$ cat config.mk
export PLATFORM = sky130hd
export DESIGN_NAME = imem_boot_loader
export DESIGN_NICKNAME = d
export VERILOG_FILES = /design/src/rtl/imem_boot_loader.sv
export SDC_FILE = /design/constraint.sdc
export NUM_CORES = 1
export LEC_CHECK = 0
export BUFFER_PORTS_ARGS = -buffer_cell sky130_fd_sc_hd__buf_2
export CAP_MARGIN = 30
export CORE_UTILIZATION = 47
export DETAILED_ROUTE_END_ITERATION = 8
export PLACE_DENSITY_LB_ADDON = 0.15
export REMOVE_ABC_BUFFERS = 1
export SLEW_MARGIN = 40
export SYNTH_ARGS = -nofsm -noshare
export SYNTH_HDL_FRONTEND = slang
export SYNTH_SLANG_ARGS = --single-unit
$ cat constraint.sdc
create_clock -name clk -period 5.95 [get_ports clk]
set_input_delay 0.8925 -clock clk [delete_from_list [all_inputs] [get_ports clk]]
set_output_delay 0.8925 -clock clk [all_outputs]
set_load 0.005 [all_outputs]
$ cat src/rtl/imem_boot_loader.sv
// Boot loader: receives a little-endian byte stream, packs it into 32-bit words,
// writes them to instruction memory and releases the CPU reset once the image is loaded.
module imem_boot_loader #(
  parameter int DATA_WIDTH = 32,
  parameter int ADDR_WIDTH = 32,
  parameter int MEM_SIZE   = 512
) (
  input  logic                  clk,
  input  logic                  rst_n,
  input  logic                  start,
  input  logic [15:0]           len_words,
  input  logic                  abort,
  input  logic [7:0]            rx_data,
  input  logic                  rx_valid,
  output logic                  rx_ready,
  output logic                  mem_we,
  output logic [ADDR_WIDTH-1:0] mem_addr,
  output logic [DATA_WIDTH-1:0] mem_wdata,
  output logic                  cpu_rst_n,
  output logic                  busy,
  output logic                  done,
  output logic                  err
);

  // Byte handshake: a byte transfers on a rising edge where rx_valid and rx_ready
  // are both 1; rx_ready is a pure function of state, never of rx_valid.
  typedef enum logic [1:0] {
    ST_IDLE  = 2'd0,
    ST_RECV  = 2'd1,
    ST_WRITE = 2'd2,
    ST_DONE  = 2'd3
  } state_e;

  localparam logic [16:0] MEM_SIZE_W = 17'(MEM_SIZE);

  state_e                state_q, state_d;
  logic [15:0]           len_q, len_d;
  logic [15:0]           word_idx_q, word_idx_d;
  logic [1:0]            byte_cnt_q, byte_cnt_d;
  logic [23:0]           asm_q, asm_d;
  logic [ADDR_WIDTH-1:0] mem_addr_q, mem_addr_d;
  logic [DATA_WIDTH-1:0] mem_wdata_q, mem_wdata_d;
  logic                  done_q, done_d;
  logic                  err_q, err_d;
  logic [15:0]           word_idx_inc;

  assign word_idx_inc = word_idx_q + 16'd1;

  always_comb begin
    state_d     = state_q;
    len_d       = len_q;
    word_idx_d  = word_idx_q;
    byte_cnt_d  = byte_cnt_q;
    asm_d       = asm_q;
    mem_addr_d  = mem_addr_q;
    mem_wdata_d = mem_wdata_q;
    done_d      = done_q;
    err_d       = err_q;

    unique case (state_q)
      ST_IDLE, ST_DONE: begin
        if (start) begin
          if ({1'b0, len_words} > MEM_SIZE_W) begin
            state_d = ST_IDLE;
            done_d  = 1'b0;
            err_d   = 1'b1;
          end else if (len_words == 16'd0) begin
            state_d = ST_DONE;
            done_d  = 1'b1;
            err_d   = 1'b0;
          end else begin
            state_d    = ST_RECV;
            len_d      = len_words;
            word_idx_d = 16'd0;
            byte_cnt_d = 2'd0;
            done_d     = 1'b0;
            err_d      = 1'b0;
          end
        end
      end

      ST_RECV: begin
        if (abort) begin
          state_d    = ST_IDLE;
          err_d      = 1'b1;
          byte_cnt_d = 2'd0;
        end else if (rx_valid) begin
          // Bytes shift in from the top so byte 0 ends up in the low lane.
          if (byte_cnt_q == 2'd3) begin
            state_d     = ST_WRITE;
            byte_cnt_d  = 2'd0;
            mem_wdata_d = DATA_WIDTH'({rx_data, asm_q});
            mem_addr_d  = ADDR_WIDTH'({word_idx_q, 2'b00});
          end else begin
            byte_cnt_d = byte_cnt_q + 2'd1;
            asm_d      = {rx_data, asm_q[23:8]};
          end
        end
      end

      ST_WRITE: begin
        if (abort) begin
          state_d    = ST_IDLE;
          err_d      = 1'b1;
          byte_cnt_d = 2'd0;
        end else begin
          word_idx_d = word_idx_inc;
          byte_cnt_d = 2'd0;
          if (word_idx_inc == len_q) begin
            state_d = ST_DONE;
            done_d  = 1'b1;
          end else begin
            state_d = ST_RECV;
          end
        end
      end

      default: state_d = ST_IDLE;
    endcase
  end

  always_ff @(posedge clk or negedge rst_n) begin
    if (!rst_n) begin
      state_q     <= ST_IDLE;
      len_q       <= '0;
      word_idx_q  <= '0;
      byte_cnt_q  <= '0;
      asm_q       <= '0;
      mem_addr_q  <= '0;
      mem_wdata_q <= '0;
      done_q      <= 1'b0;
      err_q       <= 1'b0;
    end else begin
      state_q     <= state_d;
      len_q       <= len_d;
      word_idx_q  <= word_idx_d;
      byte_cnt_q  <= byte_cnt_d;
      asm_q       <= asm_d;
      mem_addr_q  <= mem_addr_d;
      mem_wdata_q <= mem_wdata_d;
      done_q      <= done_d;
      err_q       <= err_d;
    end
  end

  // An abort landing in WRITE suppresses the strobe in that same cycle.
  assign rx_ready  = (state_q == ST_RECV);
  assign busy      = (state_q == ST_RECV) || (state_q == ST_WRITE);
  assign mem_we    = (state_q == ST_WRITE) && !abort;
  assign cpu_rst_n = (state_q == ST_DONE);
  assign mem_addr  = mem_addr_q;
  assign mem_wdata = mem_wdata_q;
  assign done      = done_q;
  assign err       = err_q;

endmodule

==> impl_metrics.py, run 1 <==
metrics = {
    "grt": {
        "grt_max_degree": 77,
        "antenna_found_initial": 0,
        "grt_overflow": 0,
        "grt_pass1_vias": 3360,
        "grt_pass1_wl_microns": 17100,
        "grtUsageTotal_pct": 19.5,
    },
    "timing": {
        "setup_viol_count_final": 0,
        "timing.final.max_slew_violations": 0,
        "fin_skew_ns": 0.0152,
        "tns_ns": 0,
        "hold_violations": 0,
        "tightest_slew_ns": 0.688,
        "period_share_pct": 50.0,
        "fmax_mhz": 336,
        "relSlewSlack_pct": 54.1,
        "period_needed_ns": 2.98,
        "rsz0062_at_grt": "no",
    },
    "detailed_routing": {
        "drc": 0,
        "via_per_inst": 5.29,
        "ant_nets": 0,
        "first_pass_iters": 4,
        "drt_iter0_markers": 114,
        "vias": 3399,
        "met1_length_microns": 4730,
        "wl_met3_microns": 552,
        "wire_per_inst_microns": 15.7,
        "drt-total-wl_microns": 10100,
        "top_layer": "met4",
        "dr_wl_met2_microns": 4680,
    },
    "setup_path": {
        "cpPeakStageDelay_ns": 0.59,
        "startpoint_type": "flip-flop",
        "crit_arrival_ns": 3.28,
        "slowest_stage": "nor4_1",
        "crit_chain": "ha_1, nand3_2, nor4_1, xnor2_1, a2111oi_0, o2111ai_1, a31oi_1",
        "cp.required_ns": 6.25,
        "critPathBufInv": 0,
        "rrSetupSlack_ns": 2.97,
        "end_kind": "flip-flop",
        "crit_fanout": 9,
        "critPathTopFamily": "compound AO/OA/AOI/OAI gates",
        "crit_type": "reg -> reg",
    },
    "floorplanning": {
        "fp.dieW_microns": 107,
        "initial_utilization_pct": 49.3,
        "num_io_pins": 99,
        "num_rows": 37,
        "die_h_microns": 107,
        "core-area_sq_um": 10500,
        "die_area_sq_um": 11500,
    },
    "placement": {
        "gp_congestion": 0.828,
        "dp.final_hpwl_microns": 6890,
        "port_buffers": 82,
        "dp_cells": 627,
    },
    "synth": {
        "netlist_area_sq_um": 5180,
        "synth_xor_area_share_pct": 3.72,
        "synth_edf_count": 0,
        "muxShareOfSynthArea_pct": 17.6,
        "async_reset_ff_share_pct": 100,
        "synth-main-ff-cell": "dfrtp_1",
        "syn_inst": 430,
        "synth_top_family_by_area": "multiplexers",
        "ys_types": 57,
        "synth_top_area_share_pct": 53.1,
        "synthAdderAreaFrac_pct": 1.21,
        "yosysTopAreaCell": "dfrtp_1",
        "synth.ff_latch_count": 110,
        "synth_area_per_cell_sq_um": 12.1,
        "synth_compound_area_share_pct": 6.90,
        "yosys.area_share.simple_pct": 12.1,
        "ys_warn_count": 0,
        "seq_area_frac_synth_pct": 53.1,
        "synth_area_leaders": "dfrtp_1, mux2_2, xnor2_1",
    },
    "final_layout": {
        "stdcell_count": 643,
        "syn2layout_area_growth_pct": 12.4,
        "final_common_cell": "dfrtp_1",
        "finalNetCount": 536,
        "drive_gt1_share_pct": 38.1,
        "mostFrequentLayoutCells": "dfrtp_1, buf_2, mux2_2",
        "num_antenna_cells": 0,
    },
    "clocking": {
        "cts_tree": "yes",
        "cts_root_buffer": "clkbuf_8",
        "clk-insertion-delay-late_ns": 0.39,
        "clk_pin_slew_ns": 0.10,
        "cts_resized": 0,
        "cts_setup_buffers": 0,
        "cts_hold_buf": 0,
        "htreeDepth": 3,
        "cts.sinks": 110,
        "cts_buffers": 9,
        "clockBufferDepth": 2,
    },
    "pwr": {
        "vdd_ir_drop_max_uv": 217,
        "power.density_nw_per_um2": 332,
        "leakagePower_nw": 2.95,
    },
    "hold_path": {
        "hold_path.class": "reg -> reg",
    },
    "job": {
        "drv_cap": 0,
    },
    "status": {
        "status": "finished, final reports clean",
    },
}
kinds of logic after synthesis:
group           Yosys count
compound gates           50
flops                   110
other cells               1
simple gates            113
fa+ha+maj                 5
mux                      81
xor+xnor                 22
buf+inv                  48
cell type report:
cell class	instances	area [sq um]
fillers	922	4680
flip-flops and latches	110	2750
multi-input cells	287	2220
repair buffers	87	458
well taps	136	170
clock buffers	9	124
clock inverters	7	77.6
inverters	7	26.3
per-layer routing:
| metal | vias to the layer above | track usage [%] |
|---|---|---|
| li1 | 1635 | - |
| met1 | 1677 | 25.3 |
| met2 | 78 | 30.6 |
| met3 | 9 | 6.93 |
| met4 | 0 | 5.68 |
| met5 | - | 0 |
worst min-delay path: stages (launching register included):
cell,delay [ns]
dfrtp_1,0.35
nand2_1,0.05
o21ai_0,0.06
registers in the layout, indices dropped and copies added, names as in the netlist:
signal / count
state_q: 2
done: 1
len_q: 16
byte_cnt_q: 2
word_idx_q: 16
mem_wdata: 32
mem_addr: 16
err: 1
asm_q: 24
synthesized netlist by cell type, types with 3 or more instances:
cell type / count
o211ai_1: 3
or3_1: 6
nor3_1: 4
buf_2: 4
inv_1: 7
nor2_1: 16
a21oi_1: 6
dfrtp_1: 110
nand4_1: 5
o31ai_1: 3
o21ai_1: 4
xor2_1: 6
nand2b_1: 3
a211o_1: 5
buf_1: 4
buf_6: 3
nand3_1: 13
clkbuf_1: 11
xnor2_1: 16
nand3b_1: 3
o21ai_0: 11
ha_1: 5
and3_1: 4
nand2_1: 28
nor2b_1: 7
mux2_2: 80
buf_4: 18
nor4_1: 10
per-stage QoR:
stage | hold WS, ns | utilization, % | power [mW] | instance area (sq um) | worst slack, ns
after floorplan | 0.454 | - | 1.32 | 4990 | 2.98
after global placement | 0.461 | 53.4 | 1.46 | 5610 | 2.59
after detailed placement | 0.470 | 53.5 | 1.49 | 5620 | 2.62
after CTS | 0.493 | 55.4 | 1.96 | 5830 | 3.00
after global routing | 0.526 | 55.4 | 2.06 | 5830 | 2.77
final | 0.487 | 55.4 | 1.93 | 5830 | 2.97
power by group:
group	leakage, nW	switching (mW)	internal [mW]	total (mW)
Combinational	1.36	0.265	0.208	0.473
Clock	0.106	0.263	0.200	0.463
Sequential	1.49	0.126	0.873	0.999
path summary, 6_finish.rpt:
path / to / startpoint / cells after the start
max: state_q[1]$_DFFE_PN0P_ / word_idx_q[0]$_DFFE_PN0P_ / 7
min: mem_addr[9]$_DFFE_PN0P_ / mem_addr[9]$_DFFE_PN0P_ / 2
max reg2reg: state_q[1]$_DFFE_PN0P_ / word_idx_q[0]$_DFFE_PN0P_ / 7
min reg2reg: mem_addr[9]$_DFFE_PN0P_ / mem_addr[9]$_DFFE_PN0P_ / 2
max in group asynchronous: mem_addr[14]$_DFFE_PN0P_ / rst_n / 2
min in group asynchronous: len_q[1]$_DFFE_PN0P_ / rst_n / 1
(Power assumes the default switching activity.)
==> run 2, diff against run 1 <==
Settings changed: ABC_AREA set to 1.
Clock period 5.95 ns to 2.44 ns, I/O delays scaled along.
==> run 2 against run 1 <==
Compared with the run above: via count increased by 21%; sequential share of layout area down 0.68 points; clock power rose by 120%; largest power group unchanged; critical path type unchanged; highest routed layer unchanged.
==> impl_metrics.py, run 2 <==
metrics = {
    "status": {
        "status": "finished, final reports clean",
    },
    "grt": {
        "grt_pass1_wl_microns": 17800,
        "grt_pass1_vias": 3837,
        "grt_overflow": 0,
        "grt_max_degree": 88,
        "grtUsageTotal_pct": 19.7,
        "antenna_found_initial": 0,
    },
    "setup_path": {
        "crit_fanout": 32,
        "cp.required_ns": 2.71,
        "end_kind": "flip-flop",
        "crit_arrival_ns": 2.38,
        "startpoint_type": "flip-flop",
        "crit_type": "reg -> reg",
    },
    "final_layout": {
        "fin_util_pct": 54.5,
        "final_common_cell": "nand2_1",
        "largest_reg_flops": 32,
        "num_antenna_cells": 0,
        "finalNetCount": 741,
        "regArea_sq_um": 2750,
        "n_fill_cell": 1052,
        "drive_gt1_share_pct": 18.5,
        "syn2layout_area_growth_pct": 13.0,
        "mostFrequentLayoutCells": "nand2_1, dfrtp_1, inv_1",
        "multi_input_area_sq_um": 1990,
    },
    "clocking": {
        "htreeDepth": 3,
        "cts_buffers": 9,
        "cts_setup_buffers": 0,
        "cts_tree": "yes",
        "clockBufferDepth": 2,
        "cts_hold_buf": 1,
        "clk-insertion-delay-late_ns": 0.38,
        "cts.sinks": 110,
        "clk_pin_slew_ns": 0.11,
        "cts_root_buffer": "clkbuf_8",
        "cts_resized": 0,
    },
    "timing": {
        "fin_skew_ns": 0.0122,
        "rsz0062_at_grt": "no",
        "tightest_slew_ns": 0.578,
        "period_needed_ns": 2.11,
        "setup_viol_count_final": 0,
        "setup_ws_ns": 0.333,
        "hold_violations": 0,
        "fmax_mhz": 475,
        "relSlewSlack_pct": 61.3,
        "timing.final.max_slew_violations": 0,
        "period_share_pct": 86.4,
    },
    "pwr": {
        "power.density_nw_per_um2": 824,
        "pwr-share-comb_pct": 29.4,
        "sw_frac_of_total_pct": 37.8,
        "p_int_mw": 3.03,
        "power.net_switching_mw": 1.84,
        "vdd_ir_drop_max_uv": 740,
        "clkPwrFrac_pct": 20.7,
        "pwr-share-seq_pct": 49.9,
        "leakagePower_nw": 3.14,
    },
    "floorplanning": {
        "fp.dieW_microns": 107,
        "initial_utilization_pct": 48.2,
        "die_area_sq_um": 11600,
        "num_io_pins": 99,
        "num_rows": 38,
        "core-area_sq_um": 10800,
        "die_h_microns": 107,
    },
    "synth": {
        "synth_top_area_share_pct": 52.6,
        "syn_inst": 627,
        "async_reset_ff_share_pct": 100,
        "synthTopCellsByCount": "nand2_1, dfrtp_1, inv_1, o21ai_0, nand3_1",
        "ys_warn_count": 0,
        "synth_edf_count": 0,
        "yosysTopAreaCell": "dfrtp_1",
        "synth-main-ff-cell": "dfrtp_1",
        "netlist_area_sq_um": 5230,
        "ys_types": 36,
        "seq_area_frac_synth_pct": 52.6,
        "synth.ff_latch_count": 110,
        "synth_area_per_cell_sq_um": 8.34,
        "synth_area_leaders": "dfrtp_1, nand2_1, o21ai_0",
        "synth_most_common_cell": "nand2_1",
    },
    "detailed_routing": {
        "first_pass_iters": 6,
        "drt-total-wl_microns": 10400,
        "via_per_inst": 4.82,
        "drt_iter0_markers": 226,
        "drc": 0,
        "ant_nets": 0,
        "vias": 4103,
        "wire_per_inst_microns": 12.2,
    },
    "job": {
        "drv_cap": 0,
    },
    "placement": {
        "port_buffers": 82,
        "dp.final_hpwl_microns": 7550,
        "gp_congestion": 0.856,
        "place_ws_ns": 0.284,
    },
    "hold_path": {
        "hold_path.class": "in -> reg",
    },
}
-- run 2: through the flow --
step	cell area (sq um)	instances	power (mW)	hold slack [ns]	TNS [ns]
2_1_floorplan	5060	605	3.43	0.0704	-16.20
3_3_place_gp	5730	835	3.86	0.416	0
3_5_place_dp	5730	835	3.90	0.417	0
4_1_cts	5910	852	4.92	0.203	0
5_1_grt	5910	852	5.27	0.224	0
6_report	5910	852	4.87	0.217	0
-- run 2: cells by family (layout without fill, tap and decap cells) --
kind of cell / after synthesis / count (layout) / synth area share [%]
multiplexers: 9 / 9 / 1.94
AND/OR/NAND/NOR: 269 / 269 / 22.2
other: 1 / 16 / 0.0717
adder cells (fa/ha/maj): 5 / 5 / 1.20
XOR/XNOR: 3 / 3 / 0.503
buffers and inverters: 123 / 193 / 10.4
AO/OA/AOI/OAI: 107 / 107 / 11.0
flip-flops: 110 / 110 / 52.6
-- run 2: power by group through the flow --
stage          registers, mW  clock network, mW  logic (mW)
2_1_floorplan           2.40                  0        1.03
3_3_place_gp            2.45                  0        1.41
3_5_place_dp            2.46                  0        1.44
4_1_cts                 2.43               1.04        1.45
5_1_grt                 2.49               1.12        1.67
6_report                2.43               1.01        1.43
-- run 2: worst max-delay path, cell delays in order, from the launching register on --
cell,delay (ns)
dfrtp_1,0.41
inv_1,0.06
ha_1,0.35
inv_1,0.19
nor2_1,0.06
inv_1,0.08
o21a_1,0.17
nand2_2,0.35
o31ai_1,0.35
-- run 2: routing by layer --
layer | part of all wire [%] | track usage [%]
met5 | 0 | 0
met4 | 1.5 | 6.56
met3 | 5.4 | 4.30
met2 | 44 | 31.5
met1 | 49 | 26.6
-- run 2: layout make-up --
class | count | area share (%)
Sequential cell | 110 | 46.6
Multi-Input combinational cell | 409 | 33.7
Timing Repair Buffer | 91 | 8.38
Inverter | 86 | 5.46
Tap cell | 140 | 2.96
Clock buffer | 10 | 2.16
Clock inverter | 6 | 0.762
-- run 2: worst paths after layout --
kind                                         start                          to  slack, ns  cells past startpoint
hold / removal                               start             err$_DFFE_PN0P_       0.22                      2
min in group asynchronous                    rst_n   mem_wdata[11]$_DFFE_PN0P_       0.53                      2
setup / recovery            state_q[0]$_DFFE_PN0P_  word_idx_q[14]$_DFFE_PN0P_       0.33                      8
max in group asynchronous                    rst_n   mem_wdata[25]$_DFFE_PN0P_       1.19                      3
hold reg to reg            mem_addr[4]$_DFFE_PN0P_     mem_addr[4]$_DFFE_PN0P_       0.49                      2
setup reg to reg            state_q[0]$_DFFE_PN0P_  word_idx_q[14]$_DFFE_PN0P_       0.33                      8
